**src/rtl/popcount_ternary_acc_pkg.sv**
```systemverilog
// popcount_pkg: shared helpers for the ternary popcount accumulator.
//   clog2_f   - elaboration-time ceil(log2(v)); clog2_f(1) = 0
//   IN_W_DEF  - default bits per beat
//   BEATS_DEF - default maximum beats per vector
//   delta_t   - signed per-beat delta at the default width
package popcount_pkg;

    localparam int IN_W_DEF  = 20;
    localparam int BEATS_DEF = 4;

    function automatic int clog2_f(input int v);
        int r;
        r = 0;
        while ((1 << r) < v) r++;
        return r;
    endfunction

    localparam int CNT_W_DEF = clog2_f(IN_W_DEF + 1);

    // Delta spans -IN_W..+IN_W, so one bit wider than the popcount.
    // Non-default instances size their own delta from IN_W.
    typedef logic signed [CNT_W_DEF:0] delta_t;

endpackage

```
**src/rtl/popcount_ternary_acc_tree.sv**
```systemverilog
// popcount_tree: exact combinational popcount built as a balanced binary adder tree.
// Ports:
//   bits  in   W      input vector
//   cnt   out  CNT_W  number of set bits, CNT_W = clog2(W+1)
// The interface is kept minimal so an approximate tree can be dropped in later.
module popcount_tree
    import popcount_pkg::*;
#(
    parameter int W     = IN_W_DEF,
    parameter int CNT_W = clog2_f(W + 1)
) (
    input  logic [W-1:0]     bits,
    output logic [CNT_W-1:0] cnt
);

    // Heap-ordered tree: leaves at [P-1 .. 2P-2], node i sums children 2i+1 and 2i+2.
    // No partial sum can exceed W, so CNT_W bits are enough at every level.
    localparam int P = 1 << clog2_f(W);

    logic [CNT_W-1:0] node [0:2*P-2];

    genvar i;
    generate
        for (i = 0; i < P; i++) begin : g_leaf
            if (i < W) begin : g_bit
                assign node[P-1+i] = CNT_W'(bits[i]);
            end else begin : g_pad
                assign node[P-1+i] = '0;
            end
        end
        for (i = 0; i < P-1; i++) begin : g_sum
            assign node[i] = node[2*i+1] + node[2*i+2];
        end
    endgenerate

    assign cnt = node[0];

endmodule

```
**src/rtl/popcount_ternary_acc.sv**
```systemverilog
// popcount_ternary_acc: ternary-neuron accumulator. Each accepted beat adds
// popcount(pos & ~neg) - popcount(neg & ~pos) to a signed accumulator. On the
// final beat (in_last, or the BEATS-th beat) the sum, its threshold
// activation and the beat count are registered on the output.
// Ports:
//   clk, rst_n           clock (rising edge), synchronous active-low reset
//   in_valid/in_ready    beat handshake
//   in_pos/in_neg        +1 / -1 masks, IN_W bits each
//   in_last              final beat of the vector
//   thresh               signed threshold, taken on the accepted final beat
//   out_valid/out_ready  result handshake
//   out_sum              signed vector sum, ACC_W bits
//   out_act              out_sum >= thresh (signed)
//   out_beats            beats in the vector
module popcount_ternary_acc
    import popcount_pkg::*;
#(
    parameter int IN_W  = IN_W_DEF,
    parameter int BEATS = BEATS_DEF,
    localparam int CNT_W = clog2_f(IN_W + 1),
    localparam int ACC_W = clog2_f(IN_W * BEATS + 1) + 1,
    localparam int BW    = clog2_f(BEATS + 1)
) (
    input  logic                    clk,
    input  logic                    rst_n,
    input  logic                    in_valid,
    output logic                    in_ready,
    input  logic [IN_W-1:0]         in_pos,
    input  logic [IN_W-1:0]         in_neg,
    input  logic                    in_last,
    input  logic signed [ACC_W-1:0] thresh,
    output logic                    out_valid,
    input  logic                    out_ready,
    output logic signed [ACC_W-1:0] out_sum,
    output logic                    out_act,
    output logic [BW-1:0]           out_beats
);

    logic [CNT_W-1:0]        cnt_pos, cnt_neg;
    logic signed [CNT_W:0]   delta;
    logic signed [ACC_W-1:0] acc, sum;
    logic [BW-1:0]           beat_cnt;
    logic                    accept, final_beat;

    // Bits set in both masks cancel, so mask them out before counting.
    popcount_tree #(.W(IN_W), .CNT_W(CNT_W)) u_pos (
        .bits (in_pos & ~in_neg),
        .cnt  (cnt_pos)
    );
    popcount_tree #(.W(IN_W), .CNT_W(CNT_W)) u_neg (
        .bits (in_neg & ~in_pos),
        .cnt  (cnt_neg)
    );

    assign delta      = $signed({1'b0, cnt_pos}) - $signed({1'b0, cnt_neg});
    assign sum        = acc + ACC_W'(delta);   // sign-extending cast
    // Hold state is simply out_valid with no consumer; consume and reload may overlap.
    assign in_ready   = !out_valid || out_ready;
    assign accept     = in_valid && in_ready;
    assign final_beat = in_last || (beat_cnt == BW'(BEATS - 1));

    always_ff @(posedge clk) begin
        if (!rst_n) begin
            acc       <= '0;
            beat_cnt  <= '0;
            out_valid <= 1'b0;
            out_sum   <= '0;
            out_act   <= 1'b0;
            out_beats <= '0;
        end else begin
            if (out_valid && out_ready) out_valid <= 1'b0;
            if (accept) begin
                if (final_beat) begin
                    out_sum   <= sum;
                    out_act   <= (sum >= thresh);
                    out_beats <= beat_cnt + BW'(1);
                    out_valid <= 1'b1;
                    acc       <= '0;
                    beat_cnt  <= '0;
                end else begin
                    acc       <= sum;
                    beat_cnt  <= beat_cnt + BW'(1);
                end
            end
        end
    end

endmodule

```
**config.mk**
```make
export PLATFORM = sky130hd
export DESIGN_NAME = popcount_ternary_acc
export DESIGN_NICKNAME = d
export VERILOG_FILES = /design/src/rtl/popcount_ternary_acc_pkg.sv /design/src/rtl/popcount_ternary_acc_tree.sv /design/src/rtl/popcount_ternary_acc.sv
export SDC_FILE = /design/constraint.sdc
export NUM_CORES = 1
export LEC_CHECK = 0
export CORE_MARGIN = 2
export CORE_UTILIZATION = 40
export DETAILED_ROUTE_END_ITERATION = 6
export HOLD_SLACK_MARGIN = 0.08
export PLACE_DENSITY_LB_ADDON = 0.25
export SKIP_CTS_REPAIR_TIMING = 1
export SLEW_MARGIN = 40
export SYNTH_ARGS = -nofsm -noshare
export SYNTH_HDL_FRONTEND = slang
export SYNTH_HIERARCHICAL = 1
export SYNTH_SLANG_ARGS = --single-unit
export TNS_END_PERCENT = 50
```
**constraint.sdc**
```tcl
create_clock -name clk -period 11.8 [get_ports clk]
set_input_delay 3.54 -clock clk [delete_from_list [all_inputs] [get_ports clk]]
set_output_delay 3.54 -clock clk [all_outputs]
set_load 0.01 [all_outputs]
```
==> run metrics, run 1 <==
CP delay by family, top adder cells; Final Wtd Congestion 0.7859; H-tree depth 1; setup violators final 0; antenna cells 0; vias per cell 4.613; CTS tree done; area overhead of the layout relative to synthesis 26.05%; total track usage 14.34%; Ports 67; run status finished, final reports clean; gr ovfl total 0; Setup Skew 3.594 ps; Die Height 92.15 um; final worst path period share 84.69%; Worst-path clk slew 80 ps; vias in the first global route 2,374; critical path type in2reg; register area share after synthesis 15.46%; hold-critical path depth 2; MaxCap Viol Count 0; largest net degree at the start of global routing 29; DPL Wire Length 5329 um; Root Buffer clkbuf_8; Num CTS Buffers 3; ANT nets after route 0; First-pass DRT Iterations 5; Slew @ Worst Pin 721.4 ps; slowest stage delay, CP 580 ps; final hold vios 0; Ys Warns 6; Fin Setup TNS 0 ps; first-pass GRT wire length 10,010 um; post-synth cell types 40; crit end category flop; antenna violations before repair 0; fin. max-slew vios 0; Vias 2,408; routed wire length per instance 11.38 um; crit path buf inv count 6; TritonCTS Sinks 24; layout cell share with drive strength beyond 1 3.095%; worst skew pair latency 270 ps; width of the die 92.15 um; EDFF count, synth 0; Synth Cell Area 0.003108 sq mm; Layout Nets 555; Syn Inst Count 357; CP Launch Type input port; critical path data arrival time 10,120 ps; CTS max path bufs 2; # DRC 0; FF+latch count, synth 24; RSZ-0062 raised after global routing false; asr flop ratio synth 0%; Synth Flop Type dfxtp_1; Crit Path Max Fanout 3; Worst path depth 30; R2R depth 12; Core Area 0.007607 sq mm; Max-slew headroom 51.73%; Mapped Nets 491; Rows 32; Hold Crit Class reg2reg; average size of a mapped cell 8.706 sq um; Starting DRT DRC Count 43; IO buf count 66; fmax 100.1 MHz; final wirelength 5938 um; starting density of the core 40.86%; min cycle time layout 9994 ps; slowest cell on the critical path fa_1; die area 0.008491 sq mm; Crit path required time 11,920 ps
[Yosys cell counts, types with 2 or more instances]
cell | count | area [sq um]
a21boi_0 | 5 | 37.54
a21o_1 | 6 | 45.04
a21oi_1 | 11 | 55.05
a21oi_2 | 2 | 17.52
a22oi_1 | 5 | 37.54
a31o_1 | 2 | 17.52
and2_1 | 7 | 43.79
and3_1 | 2 | 12.51
clkbuf_1 | 5 | 18.77
dfxtp_1 | 24 | 480.5
fa_1 | 30 | 600.6
ha_1 | 51 | 638.1
inv_1 | 78 | 292.8
nand2_1 | 20 | 75.07
nand2b_1 | 4 | 25.02
nand3_1 | 5 | 25.02
nor2_1 | 6 | 22.52
nor2b_1 | 49 | 306.5
o21ai_0 | 13 | 65.06
o21ai_1 | 2 | 10.01
xnor2_1 | 9 | 78.83
xor2_1 | 3 | 26.28
[per-layer routing]
layer	GRT usage, %	vias to the layer above	wire [um]
met5	0	-	0
met4	2.861	0	85
met3	1.890	8	178
met2	25.37	52	2874
met1	18.77	1097	2800
li1	-	1251	-
[registers in the layout, summed over array words and instances (netlist names)]
signal,flops
out_sum,8
beat_cnt,3
out_act,1
out_beats,3
out_valid,1
acc,8
[worst paths after layout]
check,from,endpoint,slack [ps]
max,in_neg[18],out_act$_SDFFE_PN0P_,1810
min,out_sum[1]$_SDFFE_PN0P_,out_sum[1]$_SDFFE_PN0P_,470
max reg2reg,acc[0]$_SDFFE_PN0P_,out_act$_SDFFE_PN0P_,9090
min reg2reg,out_sum[1]$_SDFFE_PN0P_,out_sum[1]$_SDFFE_PN0P_,470
[logic make-up after synthesis]
group / Yosys count / share of synthesized area (%)
AOI/OAI and AO/OA: 54 / 11.96
adders and majority gates: 81 / 39.86
buffers and inverters: 85 / 10.35
DFF: 24 / 15.46
and+or+nand+nor: 100 / 18.48
xor gates and xnor gates: 13 / 3.905
[cell usage in the layout, fill, tap and decap left out]
cell type	n
o21a_1	1
nor3b_1	1
or2_1	1
a22oi_1	5
fa_1	30
nand3_1	5
clkbuf_8	4
a31o_1	2
nor2b_1	49
buf_2	1
nand2_1	20
xor2_1	3
a21oi_2	2
o22ai_4	1
nand4b_1	1
clkdlybuf4s50_1	65
o31a_4	1
and3_1	2
xnor2_2	1
a21o_1	6
o211a_1	1
o211ai_1	1
nor2b_4	1
and2_1	7
o21bai_1	1
a21oi_1	11
nand2b_1	4
nor2_1	6
and4_1	1
o21ba_1	1
o21ai_0	13
o21ai_1	2
ha_1	51
or2_4	1
a21boi_0	5
dfxtp_1	24
a31oi_1	1
nor3_2	1
xnor2_1	9
inv_1	78
[metrics by stage]
| stage | setup WS, ps | std cells | cell area [sq um] | hold WS (ps) | util [%] |
|---|---|---|---|---|---|
| after floorplan | 2445 | 357 | 3108 | 487.6 | - |
| after global placement | 1537 | 518 | 3867 | 461.4 | 50.84 |
| after detailed placement | 1504 | 518 | 3867 | 468.4 | 50.84 |
| after CTS | 1787 | 522 | 3923 | 480.8 | 51.56 |
| after global routing | 1447 | 522 | 3918 | 500.6 | 51.50 |
| final | 1806 | 522 | 3918 | 471.6 | 51.50 |
[cell type report]
class	instances	area, sq um
multi-input cells	248	2306
repair buffers	66	655.6
inverters	78	292.8
clock buffers	4	55.05
well taps	102	127.6
fillers	761	3690
flip-flops and latches	24	480.5
[tightest hold or removal path, cell delays in order, from the launching register on]
cell	delay [ps]
dfxtp_1	320
nand2_1	50
a21boi_0	70
Power of run 1 is not shown: default switching activity piles up to over one toggle a cycle in this logic, so the estimate is an artifact.
==> run 2, diff against run 1 <==
Clock period 11.8 ns to 10.1 ns, I/O delays scaled along.
==> run metrics, run 2 (synthesis results as in run 1) <==
Starting DRT DRC Count 36 (-16%); total track usage 14.65% (+0.31 points); Core Area 0.007607 sq mm (unchanged); die area 0.008491 sq mm (unchanged); WHS 469.4 ps (-2.184 ps); DPL Wire Length 5270 um (-1.1%); width of the die 92.15 um (unchanged); RSZ-0062 raised after global routing false; Ports 67 (unchanged); setup violators final 0 (unchanged); TritonCTS Sinks 24 (unchanged); crit end category flop; CP Launch Type input port; antenna cells 0 (unchanged); fin. max-slew vios 0 (unchanged); routed wire length per instance 11.23 um (-1.2%); Final Wtd Congestion 0.7857 (about the same); Worst-path clk slew 80 ps (about the same); MaxCap Viol Count 0 (unchanged); Slew @ Worst Pin 755.5 ps (+34.19 ps); Fin Setup TNS 0 ps (unchanged); starting density of the core 40.86% (unchanged); # DRC 0 (unchanged); fmax 105.6 MHz; final hold vios 0 (unchanged); critical path data arrival time 9580 ps (-540 ps); final wirelength 5864 um (-1.2%); Root Buffer clkbuf_8; IO buf count 66 (unchanged); worst skew pair latency 270 ps (about the same); CTS max path bufs 2 (unchanged); slowest stage delay, CP 580 ps (about the same); slowest cell on the critical path fa_1; ANT nets after route 0 (unchanged); layout cell share with drive strength beyond 1 3.095% (unchanged); Crit path required time 10,220 ps (-1700 ps); First-pass DRT Iterations 4 (-1); commonest non-fill, non-tap cells in the layout inv_1 (78), clkdlybuf4s50_1 (65), ha_1 (51), nor2b_1 (49), fa_1 (30); Setup Skew 5.724 ps (+2.130 ps); crit path buf inv count 6 (unchanged); area overhead of the layout relative to synthesis 26.57%; vias per cell 4.548 (-1.4%); gr ovfl total 0 (unchanged); run status finished, final reports clean; Rows 32 (unchanged); largest net degree at the start of global routing 29 (unchanged); final worst path period share 93.72%; Largest regs acc (8), out_sum (8); Die Height 92.15 um (unchanged); CTS tree done; H-tree depth 1 (unchanged); Max-slew headroom 49.44% (-2.3 points); vias in the first global route 2,411 (+1.6%); first-pass GRT wire length 10,240 um (+2.3%); Hold Crit Class reg2reg; critical path type in2reg; min cycle time layout 9466 ps; Crit Path Max Fanout 3 (unchanged); CP delay by family, top adder cells; Vias 2,374 (-1.4%); antenna violations before repair 0 (unchanged); Num CTS Buffers 3 (unchanged); Layout Nets 555 (unchanged); commonest non-fill, non-tap cell in the layout inv_1
-- run 2: changes by cell type in the layout (fill, tap and decap cells not counted), sizes merged --
cell    before  now
clkbuf       4    3
bufinv       0    1
-- run 2: per-layer routing --
layer / vias to the layer above / part of all wire [%] / track usage, %
met5: - / 0 / 0
met4: 0 / 1.3 / 2.861
met3: 6 / 2.7 / 1.972
met2: 40 / 48 / 25.31
met1: 1079 / 48 / 19.67
li1: 1249 / - / -
-- run 2: stage by stage --
step	worst slack (ps)	cells	area (sq um)	util (%)
after floorplan	1255	357	3108	-
after global placement	346.7	518	3867	50.84
after detailed placement	323.4	518	3867	50.84
after CTS	610.1	522	3939	51.78
after global routing	210.5	522	3934	51.71
final	634.5	522	3934	51.71
-- run 2: worst register-to-register path: cells and delay by family (launching register included) --
family | cells | cell delay, ps
AO/OA/AOI/OAI | 7 | 1000
XOR/XNOR | 1 | 230
adder cells (fa/ha/maj) | 3 | 940
flip-flops | 1 | 320
AND/OR/NAND/NOR | 1 | 80
-- run 2: worst paths after layout --
check        slack, ps                 endpoint                     from  cells after the start
min                470  out_sum[1]$_SDFFE_PN0P_  out_sum[1]$_SDFFE_PN0P_                      2
min reg2reg        470  out_sum[1]$_SDFFE_PN0P_  out_sum[1]$_SDFFE_PN0P_                      2
max                630     out_act$_SDFFE_PN0P_               in_neg[18]                     30
max reg2reg       7380     out_act$_SDFFE_PN0P_      acc[0]$_SDFFE_PN0P_                     12
-- run 2: layout make-up --
cell class | instances | area [sq um]
inverter | 78 | 292.8
fill | 752 | 3674
clock buffer | 3 | 41.29
sequential | 24 | 480.5
multi-input combinational | 248 | 2306
clock inverter | 1 | 30.03
timing repair buffer | 66 | 655.6
tap | 102 | 127.6
Power of run 2 is left out for the same reason.
==> run 3, diff against run 2 <==
Settings changed: CAP_MARGIN from default to 20, HOLD_SLACK_MARGIN 0.08 to 0.02, SLEW_MARGIN 40 to 20.
==> run metrics, run 3 (synthesis results as in run 1) <==
slowest stage delay, CP 580 ps (about the same); largest net degree at the start of global routing 29 (unchanged); First-pass DRT Iterations 4 (unchanged); WHS 474.2 ps (+4.801 ps); final instance area 0.003939 sq mm (+0.13%); Largest regs acc (8), out_sum (8); fin. max-slew vios 0 (unchanged); critical path type in2reg; CTS tree done; vias in the first global route 2,411 (unchanged); # DRC 0 (unchanged); Rows 32 (unchanged); antenna cells 0 (unchanged); Hold Crit Class reg2reg; Crit Path Max Fanout 3 (unchanged); worst r2r src acc[0]$_SDFFE_PN0P_; routed wire length per instance 11.23 um (about the same); Vias 2,373 (-0.042%); crit path buf inv count 6 (unchanged); CP Launch Type input port; run status finished, final reports clean; Num CTS Buffers 3 (unchanged); Crit path required time 10,220 ps (about the same); setup violators final 0 (unchanged); commonest non-fill, non-tap cell in the layout inv_1; slowest cell on the critical path fa_1; reg2reg end out_act$_SDFFE_PN0P_; CTS max path bufs 2 (unchanged); Storage cell area 480.5 sq um (unchanged); H-tree depth 1 (unchanged); Starting DRT DRC Count 36 (unchanged); Slew @ Worst Pin 793.2 ps (+37.69 ps); starting density of the core 40.86% (unchanged); Worst setup endpoint out_act$_SDFFE_PN0P_; die area 0.008491 sq mm (unchanged); layout cell share with drive strength beyond 1 2.857% (-0.24 points); IO buf count 66 (unchanged); commonest non-fill, non-tap cells in the layout inv_1 (78), clkdlybuf4s50_1 (66), ha_1 (51), nor2b_1 (49), fa_1 (30); Worst-path clk slew 80 ps (about the same); MaxCap Viol Count 0 (unchanged); RSZ-0062 raised after global routing false; final wirelength 5861 um (about the same); final hold vios 0 (unchanged); total track usage 14.65% (unchanged); min cycle time layout 9466 ps (+0.01300 ps); area of the multi-input gates 0.002306 sq mm (unchanged); gr ovfl total 0 (unchanged); Root Buffer clkbuf_8; Layout Nets 555 (unchanged); Ports 67 (unchanged); Final Wtd Congestion 0.7857 (unchanged); antenna violations before repair 0 (unchanged); DPL Wire Length 5270 um (unchanged); Fin Setup TNS 0 ps (unchanged); fillcell total 751 (-0.13%); TritonCTS Sinks 24 (unchanged); Core Area 0.007607 sq mm (unchanged); reg2reg setup slack 7380 ps (about the same); final worst path period share 93.72% (about the same); first-pass GRT wire length 10,240 um (unchanged); worst skew pair latency 270 ps (about the same); area overhead of the layout relative to synthesis 26.73%; Setup Skew 5.734 ps (+0.01046 ps); Worst path depth 30 (unchanged); critical path data arrival time 9580 ps (about the same); ANT nets after route 0 (unchanged); Max-slew headroom 46.95% (-2.5 points); Die Height 92.15 um (unchanged); R2R depth 12 (unchanged); placed cell areas 0.003867 sq mm (unchanged); CP startpoint in_neg[18]; fmax 105.6 MHz (unchanged); width of the die 92.15 um (unchanged); CP delay by family, top adder cells; crit end category flop; vias per cell 4.546 (about the same)
[run 3: cell types whose count changed in the layout (fill, tap and decap cells not counted)]
| cell | change |
|---|---|
| clkdlybuf4s50_1 | +1 |
| buf_2 | -1 |
[run 3: area by class of cell]
cell class                      instances  area share (%)
Clock inverter                          1          0.7624
Clock buffer                            3           1.048
Inverter                               78           7.433
Multi-Input combinational cell        248           58.55
Timing Repair Buffer                   66           16.77
Sequential cell                        24           12.20
Tap cell                              102           3.240
[run 3: how the worst min path moves through the flow]
| stage | start | to | slack, ps | cells after the start |
|---|---|---|---|---|
| 2_1_floorplan | out_beats[1]$_SDFFE_PN0P_ | out_beats[1]$_SDFFE_PN0P_ | 490 | 2 |
| 3_3_place_gp | out_sum[4]$_SDFFE_PN0P_ | out_sum[4]$_SDFFE_PN0P_ | 460 | 2 |
| 3_5_place_dp | out_sum[1]$_SDFFE_PN0P_ | out_sum[1]$_SDFFE_PN0P_ | 470 | 2 |
| 4_1_cts | out_sum[1]$_SDFFE_PN0P_ | out_sum[1]$_SDFFE_PN0P_ | 480 | 2 |
| 5_1_grt | out_sum[4]$_SDFFE_PN0P_ | out_sum[4]$_SDFFE_PN0P_ | 500 | 2 |
| 6_report | out_sum[1]$_SDFFE_PN0P_ | out_sum[1]$_SDFFE_PN0P_ | 470 | 2 |
[run 3: per-layer routing]
| metal | routed length (um) | global-route usage [%] |
|---|---|---|
| met5 | 0 | 0 |
| met4 | 76 | 2.861 |
| met3 | 157 | 1.972 |
| met2 | 2835 | 25.31 |
| met1 | 2791 | 19.67 |
[run 3: tightest hold or removal path: stages (launching register included)]
cell	delay [ps]
dfxtp_1	320
nand2_1	50
a21boi_0	60
[run 3: per-stage QoR]
step	instances	utilization (%)	worst slack (ps)
after CTS	522	51.78	610.1
after detailed placement	518	50.84	323.4
after global routing	522	51.78	210.5
after floorplan	357	-	1255
after global placement	518	50.84	346.7
final	522	51.78	634.5
Power of run 3 is left out for the same reason.
